--- src/rtl/bcd_pkg.sv ---
// Shared BCD digit constants and helpers for the N-digit counter.
package bcd_pkg;

  localparam int unsigned BCD_DIGIT_W    = 4;
  localparam int unsigned BCD_MAX_DIGITS = 8;
  localparam logic [BCD_DIGIT_W-1:0] BCD_MAX  = 4'd9;
  localparam logic [BCD_DIGIT_W-1:0] BCD_ZERO = 4'd0;

  // Force a non-decimal nibble (10..15) down to 9.
  function automatic logic [BCD_DIGIT_W-1:0] bcd_clamp(input logic [BCD_DIGIT_W-1:0] n);
    return (n > BCD_MAX) ? BCD_MAX : n;
  endfunction

  // True when every one of the low 'digits' nibbles holds 0..9.
  function automatic logic bcd_word_valid(input logic [BCD_DIGIT_W*BCD_MAX_DIGITS-1:0] w,
                                          input int unsigned digits);
    logic ok;
    ok = 1'b1;
    for (int unsigned i = 0; i < BCD_MAX_DIGITS; i++) begin
      if ((i < digits) && (w[i*BCD_DIGIT_W +: BCD_DIGIT_W] > BCD_MAX)) ok = 1'b0;
    end
    return ok;
  endfunction

endpackage

--- src/rtl/bcd_digit_ud.sv ---
// Single BCD up/down digit with clear and clamped parallel load.
module bcd_digit_ud
  import bcd_pkg::*;
(
  input  logic                   clk,
  input  logic                   reset,
  input  logic                   en,
  input  logic                   up,
  input  logic                   clr,
  input  logic                   load,
  input  logic [BCD_DIGIT_W-1:0] value,
  output logic [BCD_DIGIT_W-1:0] bcd,
  output logic                   co,
  output logic                   is9,
  output logic                   is0
);

  assign is9 = (bcd == BCD_MAX);
  assign is0 = (bcd == BCD_ZERO);
  // Carry when rolling 9->0 upward, borrow when rolling 0->9 downward.
  assign co  = up ? is9 : is0;

  // Digit register: reset > clr > load > step.
  always_ff @(posedge clk) begin
    if (reset) begin
      bcd <= BCD_ZERO;
    end else if (clr) begin
      bcd <= BCD_ZERO;
    end else if (load) begin
      bcd <= bcd_clamp(value);
    end else if (en) begin
      if (up) bcd <= is9 ? BCD_ZERO : bcd + 4'd1;
      else    bcd <= is0 ? BCD_MAX  : bcd - 4'd1;
    end
  end

endmodule

--- src/rtl/bcd_counter_nd.sv ---
// N-digit BCD up/down counter with load, clear, saturate/wrap limits and
// terminal-count pulse. Optional sticky limit flag: BCD_COUNTER_ND_STICKY_OVF_EN.
module bcd_counter_nd
  import bcd_pkg::*;
#(
  parameter int unsigned DIGITS = 4,
  parameter bit          WRAP   = 1'b0
) (
  input  logic                          clk,
  input  logic                          reset,
  input  logic                          en,
  input  logic                          up,
  input  logic                          clr,
  input  logic                          load,
  input  logic [BCD_DIGIT_W*DIGITS-1:0] value,
  output logic [BCD_DIGIT_W*DIGITS-1:0] bcd,
  output logic                          fs,
  output logic                          zero,
  output logic                          tc,
  output logic                          ovf
);

  localparam bit SATURATE = !WRAP;

  logic [DIGITS-1:0] co;
  logic [DIGITS-1:0] is9;
  logic [DIGITS-1:0] is0;
  logic [DIGITS-1:0] ripple;
  logic [DIGITS-1:0] dig_en;
  logic              count_req;
  logic              limit;
  logic              en_step;

  assign fs   = &is9;
  assign zero = &is0;

  // A step is requested only when nothing of higher priority is active.
  assign count_req = en & ~clr & ~load;
  // All digits carrying/borrowing at once is exactly the all-9s-up / all-0s-down limit.
  assign limit     = count_req & ripple[DIGITS-1] & co[DIGITS-1];
  assign en_step   = count_req & ~(limit & SATURATE);

  // Combinational carry/borrow chain so every digit moves on the same edge.
  for (genvar i = 0; i < DIGITS; i++) begin : g_digit
    if (i == 0) begin : g_first
      assign ripple[i] = 1'b1;
    end else begin : g_rest
      assign ripple[i] = ripple[i-1] & co[i-1];
    end
    assign dig_en[i] = en_step & ripple[i];

    bcd_digit_ud u_digit (
      .clk   (clk),
      .reset (reset),
      .en    (dig_en[i]),
      .up    (up),
      .clr   (clr),
      .load  (load),
      .value (value[i*BCD_DIGIT_W +: BCD_DIGIT_W]),
      .bcd   (bcd[i*BCD_DIGIT_W +: BCD_DIGIT_W]),
      .co    (co[i]),
      .is9   (is9[i]),
      .is0   (is0[i])
    );
  end

  // One-cycle terminal-count pulse for every limit event.
  always_ff @(posedge clk) begin
    if (reset) tc <= 1'b0;
    else       tc <= limit;
  end

`ifdef BCD_COUNTER_ND_STICKY_OVF_EN
  // Sticky limit flag; load leaves it alone, clr wins over a same-cycle limit.
  always_ff @(posedge clk) begin
    if (reset || clr) ovf <= 1'b0;
    else if (limit)   ovf <= 1'b1;
  end
`else
  assign ovf = 1'b0;
`endif

endmodule

--- config.mk ---
export PLATFORM = sky130hd
export DESIGN_NAME = bcd_counter_nd
export DESIGN_NICKNAME = d
export VERILOG_FILES = /design/src/rtl/bcd_pkg.sv /design/src/rtl/bcd_digit_ud.sv /design/src/rtl/bcd_counter_nd.sv
export SDC_FILE = /design/constraint.sdc
export NUM_CORES = 1
export LEC_CHECK = 0
export ABC_CLOCK_PERIOD_IN_PS = 5350
export CORE_MARGIN = 2
export CORE_UTILIZATION = 53
export DETAILED_ROUTE_END_ITERATION = 6
export GPL_ROUTABILITY_DRIVEN = 0
export PLACE_DENSITY = 0.95
export SKIP_CTS_REPAIR_TIMING = 1
export SLEW_MARGIN = 30
export SYNTH_ARGS = -nofsm -noshare
export SYNTH_HDL_FRONTEND = slang
export SYNTH_SLANG_ARGS = --single-unit
--- constraint.sdc ---
create_clock -name clk -period 5.35 [get_ports clk]
set_input_delay 1.605 -clock clk [delete_from_list [all_inputs] [get_ports clk]]
set_output_delay 1.605 -clock clk [all_outputs]
set_load 0.005 [all_outputs]
## Yosys cells after proc, flatten, opt, wreduce, memory -nomap -nowiden

Cells that the tools add are included.

| word-level totals | value |
|---|---|
| register bits after elaboration | 17 |
| input bits | 22 |
| word-level logic and storage cells | 73 |

| operators by class | value |
|---|---|
| add/sub/neg operators | 8 |
| order comparisons | 4 |
| eq/ne operators | 4 |
| mux-type cells | 28 |
| bitwise logic cells | 13 |
| reductions and logical operators | 11 |

Operators by type and width:

| cell | number |
|---|---|
| 2-to-1 mux 4 bit | 24 |
| adder 4 x 1 -> 4 bit, second input constant | 4 |
| == test 4 bit, second input constant | 4 |
| greater-than comparator 4 bit, second input constant | 4 |
| zero test 4 bit | 4 |
| subtractor 4 x 1 -> 4 bit, second input constant | 4 |
| bitwise AND 1 bit | 10 |
| AND reduction 4 bit | 2 |
| nonzero test 2 bit | 4 |
| 2-to-1 mux 1 bit | 4 |
| inverter 1 bit | 3 |
| OR reduction 2 bit | 1 |

## Longest topological paths before layout

| logic depth | value |
|---|---|
| word-level depth | 11 |
| depth in mapped cells | 8 |
| gate-level depth less buffers | 5 |

## Modules after synthesis

From an unflattened synthesis, not the netlist that was laid out.

| second synthesis, totals | value |
|---|---|
| cell total of the unflattened synthesis | 182 |
| area, all modules | 1554.0 um2 |

Modules (own cells, without submodules):

| module | instances | cells each | area an instance (um2) |
|---|---|---|---|
| bcd_digit_ud | 4 | 42 | 351.6 |
| bcd_counter_nd | 1 | 14 | 147.6 |

## Worst setup path after synthesis

No wires, ideal clock.

| timing | value |
|---|---|
| path type | in2reg |
| start | in up |
| end | reg g_digit[1].u_digit.bcd[0] |
| setup time | 0.074 ns |
| arrival time | 3.027 ns |
| data required time | 5.276 ns |
| path slack | 2.248 ns |
| cell stages on the path | 6 |
| path buffers | 1 |
| path through | buf_6 -> or3_4 -> a2111oi_4 -> o32ai_2 -> or3_1 -> a31oi_1 |

| on the way | value |
|---|---|
| cells in the longest elaborated chain, start to end | 9 |
| elaborated cells on any way between the ends | 15 |
| those cells by class | 7 x mux; 7 x bitwise; 1 x reduce/logical |

Ends and longest elaborated chain:

| item | RTL line | text |
|---|---|---|
| start: declaration | bcd_counter_nd.sv:12 | `input logic up,` |
| 2-to-1 mux 1 bit | bcd_digit_ud.sv:21 | `assign co = up ? is9 : is0;` |
| bitwise AND 1 bit (2 in series) | bcd_counter_nd.sv:48 | `assign ripple[i] = ripple[i-1] & co[i-1];` |
| bitwise AND 1 bit (2 in series) | bcd_counter_nd.sv:40 | `assign limit = count_req & ripple[DIGITS-1] & co[DIGITS-1];` |
| inverter 1 bit | bcd_counter_nd.sv:41 | `assign en_step = count_req & ~(limit & SATURATE);` |
| bitwise AND 1 bit | bcd_counter_nd.sv:41 |  |
| bitwise AND 1 bit | bcd_counter_nd.sv:50 | `assign dig_en[i] = en_step & ripple[i];` |
| nonzero test 2 bit (no line) | -- |  |
| end signal: assignment | bcd_digit_ud.sv:30 | `bcd <= bcd_clamp(value);` |
| end signal: assignment | bcd_digit_ud.sv:32 | `if (up) bcd <= is9 ? BCD_ZERO : bcd + 4'd1;` |
| end signal: assignment | bcd_digit_ud.sv:33 | `else bcd <= is0 ? BCD_MAX : bcd - 4'd1;` |
| end: declaration | bcd_digit_ud.sv:12 | `output logic [BCD_DIGIT_W-1:0] bcd,` |

Parallel ways exist; a longest one is shown, timed or not. The select of a mux whose other input is x is not followed.
A chain may end at the register's enable or synchronous reset.

## Final worst setup path

| timing | value |
|---|---|
| start | in up |
| end | reg g_digit[0].u_digit.bcd[3] |

| on the way | value |
|---|---|
| cells in the longest elaborated chain, start to end | 8 |
| elaborated cells on any way between the ends | 14 |
| those cells by class | 7 x mux; 6 x bitwise; 1 x reduce/logical |

Ends and longest elaborated chain:

| item | RTL line |
|---|---|
| 2-to-1 mux 1 bit | bcd_digit_ud.sv:21 |
| bitwise AND 1 bit (2 in series) | bcd_counter_nd.sv:48 |
| bitwise AND 1 bit (2 in series) | bcd_counter_nd.sv:40 |
| inverter 1 bit | bcd_counter_nd.sv:41 |
| bitwise AND 1 bit | bcd_counter_nd.sv:41 |
| nonzero test 2 bit (no line) | -- |
| end signal: assignment | bcd_digit_ud.sv:30 |
| end signal: assignment | bcd_digit_ud.sv:32 |
| end signal: assignment | bcd_digit_ud.sv:33 |
| end: declaration | bcd_digit_ud.sv:12 |

Parallel ways exist; a longest one is shown, timed or not. The select of a mux whose other input is x is not followed.

==> summary.txt <==
Clock network
  – Sink Count: 17
  – Num CTS Buffers: 3
  – H-tree depth: 1
  – TritonCTS clock tree: built
  – CTS root buffer: clkbuf_4
  – Register clock-pin slew on the reported worst setup and hold paths: 110 ps
  – Maximum buffer depth of the clock tree: 2
  – Skew-Pair Late Insertion Delay: 300 ps

Floorplan
  – DIE HEIGHT: just under 60 microns
  – Die width: just under 60 microns
  – # rows: 20
  – Die Area: around 3600 sq um
  – IO Count: 42
  – Core area: 3003 sq um
  – Starting density of the core: 54.67%

Cells and area
  – Final-stage net count: 259
  – Most common cell after layout, fill and taps aside: clkdlybuf4s50_1
  – Area of the multi-input gates: 1156 sq um
  – Sequential Area: between 300 and 400 sq um
  – Most frequent cells in the layout: clkdlybuf4s50_1, dfxtp_1, nor2_1, o21ai_0, nand3_1
  – # fillers: 264
  – Ant. Diodes: 0
  – Layout cells sized above 1: 5.508%
  – Post-route cell area: 1998 sq um
  – Area Overhead vs Synth: 21.72%

Job
  – Max Cap Viol: 0

Yosys
  – Sequential area share after synthesis: 20.73%
  – Syn. warnings: 0
  – Syn Nets: between 200 and 250
  – Mapped cell area: between 1500 and 2000 sq um
  – Synth cell types: 58
  – Post-synth ARST share: 0%
  – Number of synthesized flops with an enable pin: 0
  – Syn avg cell area: between 7 and 8 sq um
  – Post-synth top flop: dfxtp_1
  – Synthesized instance count: 217
  – #FFs+latches synth: 17

Power and ir drop
  – Lkg Pwr: roughly 0.7 nW
  – Worst VDD drop: around 0.00015 V
  – Pwr dens: 161.3 nW/um^2
  – Final Power: 322.2 uW

Routing
  – Antenna-violating nets left: 0
  – Avg Vias per Cell: between 6 and 7
  – Initial drt markers: approximately 100
  – Drt drc: 0
  – TritonRoute pass-1 iters: 4
  – Vias: 1751
  – Drt wl/cell: 15.43 microns
  – Detailed Route WL: 4151 microns

Global route
  – Largest net degree at the start of global routing: 37
  – Global Route Usage Sum: 25.29%
  – Vias in the first global route: 1551
  – Total grt overflow: 0
  – First-pass GRT wire length: 6989 microns
  – Initial antenna violation count: 0

Timing
  – Setup repair after global routing missed its margin: false
  – Rel. slew slack: about two fifths
  – Final hold violations: 0
  – Tightest Pin Transition: 883.1 ps
  – Pins Over Slew Limit: 0
  – Min cycle time layout: 3688 ps
  – Post-Route Setup TNS: 0 ps
  – Max Fclk: 0.2712 GHz
  – Layout Skew: 5.442 ps
  – Final setup viols: 0
  – Final period util: just under 70%
  – Worst setup margin: 1662 ps
  – Fin Hold WS: 620.6 ps

Setup path
  – Worst Reg2Reg Path Length in Cells: 5
  – Required @ worst endpoint: 5560 ps
  – Worst Setup EP: g_digit[0].u_digit.bcd[3]
  – Crit path DAT: 3900 ps
  – Critical path class: in2reg
  – Worst Path Max Fanout: 36
  – Worst setup EP type: flop
  – Worst Setup SP: up
  – Critical R2R Launch: g_digit[0].u_digit.bcd[0]
  – Startpoint Class: input pin
  – Reg2Reg Setup Slack: 3200 ps
  – Reg-to-reg endpoint: g_digit[1].u_digit.bcd[0]

Run status
  – Status: finished, final reports clean

Place
  – PortBufs: 40
  – Pre-CTS WS: 1376 ps
  – Post-DP HPWL: between 2000 and 3000 microns
  – Cell Area, Placed: between 1500 and 2000 sq um

Min path
  – Hold wc startpoint: g_digit[1].u_digit.bcd[2]
  – HP Class: reg2reg
## metrics by stage
stage,std cells,utilization (%)
2_1_floorplan,217,-
3_3_place_gp,265,65.67
3_5_place_dp,265,65.67
4_1_cts,269,66.54
5_1_grt,269,66.54
6_report,269,66.54
## cell usage after synthesis, types with 2 or more instances
cell | n | area (sq um)
a21o_1 | 2 | 15.01
a21oi_1 | 6 | 30.03
a221o_1 | 2 | 20.02
a221oi_1 | 4 | 35.03
a31oi_1 | 4 | 25.02
and3_1 | 7 | 43.79
and3b_1 | 2 | 17.52
buf_2 | 8 | 40.04
buf_4 | 2 | 15.01
clkbuf_1 | 15 | 56.30
dfxtp_1 | 17 | 340.3
inv_1 | 5 | 18.77
mux2i_1 | 5 | 50.05
nand2_1 | 6 | 22.52
nand2b_1 | 6 | 37.54
nand3_1 | 14 | 70.07
nand4_1 | 3 | 18.77
nand4b_1 | 4 | 35.03
nor2_1 | 15 | 56.30
nor2b_1 | 5 | 31.28
nor3_1 | 10 | 50.05
nor4_1 | 3 | 18.77
nor4b_1 | 2 | 17.52
o2111ai_1 | 2 | 17.52
o211ai_2 | 3 | 37.54
o21a_1 | 3 | 22.52
o21ai_0 | 15 | 75.07
o311ai_0 | 2 | 17.52
o31ai_1 | 6 | 45.04
or3_1 | 3 | 18.77
xnor2_1 | 5 | 43.79
xor2_1 | 5 | 43.79
## critical path, stage by stage
cell	delay [ps]
clkdlybuf4s50_1	660
buf_4	390
and3_1	220
o211ai_2	180
o31ai_1	490
a211oi_1	80
a311oi_1	260
## power breakdown
| group | internal (mW) | switching (mW) | leakage, nW |
|---|---|---|---|
| clock network | 0.0291 | 0.0445 | 0.0150 |
| logic | 0.0538 | 0.0473 | 0.546 |
| registers | 0.131 | 0.0161 | 0.139 |
| total | 0.214 | 0.108 | 0.700 |
## worst min-delay path by stage
stage                                endpoint  depth (start not counted)
finish              g_digit[1].u_digit.bcd[2]                          2
global route        g_digit[1].u_digit.bcd[2]                          2
CTS                 g_digit[1].u_digit.bcd[2]                          2
detailed placement  g_digit[1].u_digit.bcd[2]                          2
global placement    g_digit[1].u_digit.bcd[2]                          2
floorplan           g_digit[0].u_digit.bcd[3]                          2
## layout make-up
type                       count  share of cell area, %
tap                           33                  2.066
sequential                    17                  17.03
timing repair buffer          42                  20.79
multi-input combinational    168                  57.86
inverter                       5                 0.9393
clock buffer                   4                  1.315
## logic make-up after synthesis
| kind of cell | after synthesis | share of synthesized area, % |
|---|---|---|
| simple gates | 87 | 30.95 |
| xor+xnor | 10 | 5.335 |
| other cells | 1 | 0.2284 |
| buf+inv | 32 | 8.841 |
| mux | 5 | 3.049 |
| flops | 17 | 20.73 |
| compound gates | 65 | 30.87 |
## flip-flops by register name (all words and copies together) (netlist names)
register and flops:
g_digit.u_digit.bcd 16, tc 1
## layer usage
| layer | GRT usage (%) | vias to the layer above | wire length (microns) |
|---|---|---|---|
| met3 | 4.545 | 7 | 288 |
| li1 | - | 863 | - |
| met2 | 40.53 | 67 | 1986 |
| met4 | 11.11 | 0 | 53 |
| met5 | 0 | - | 0 |
| met1 | 33.02 | 814 | 1823 |
(Power assumes the default switching activity.)
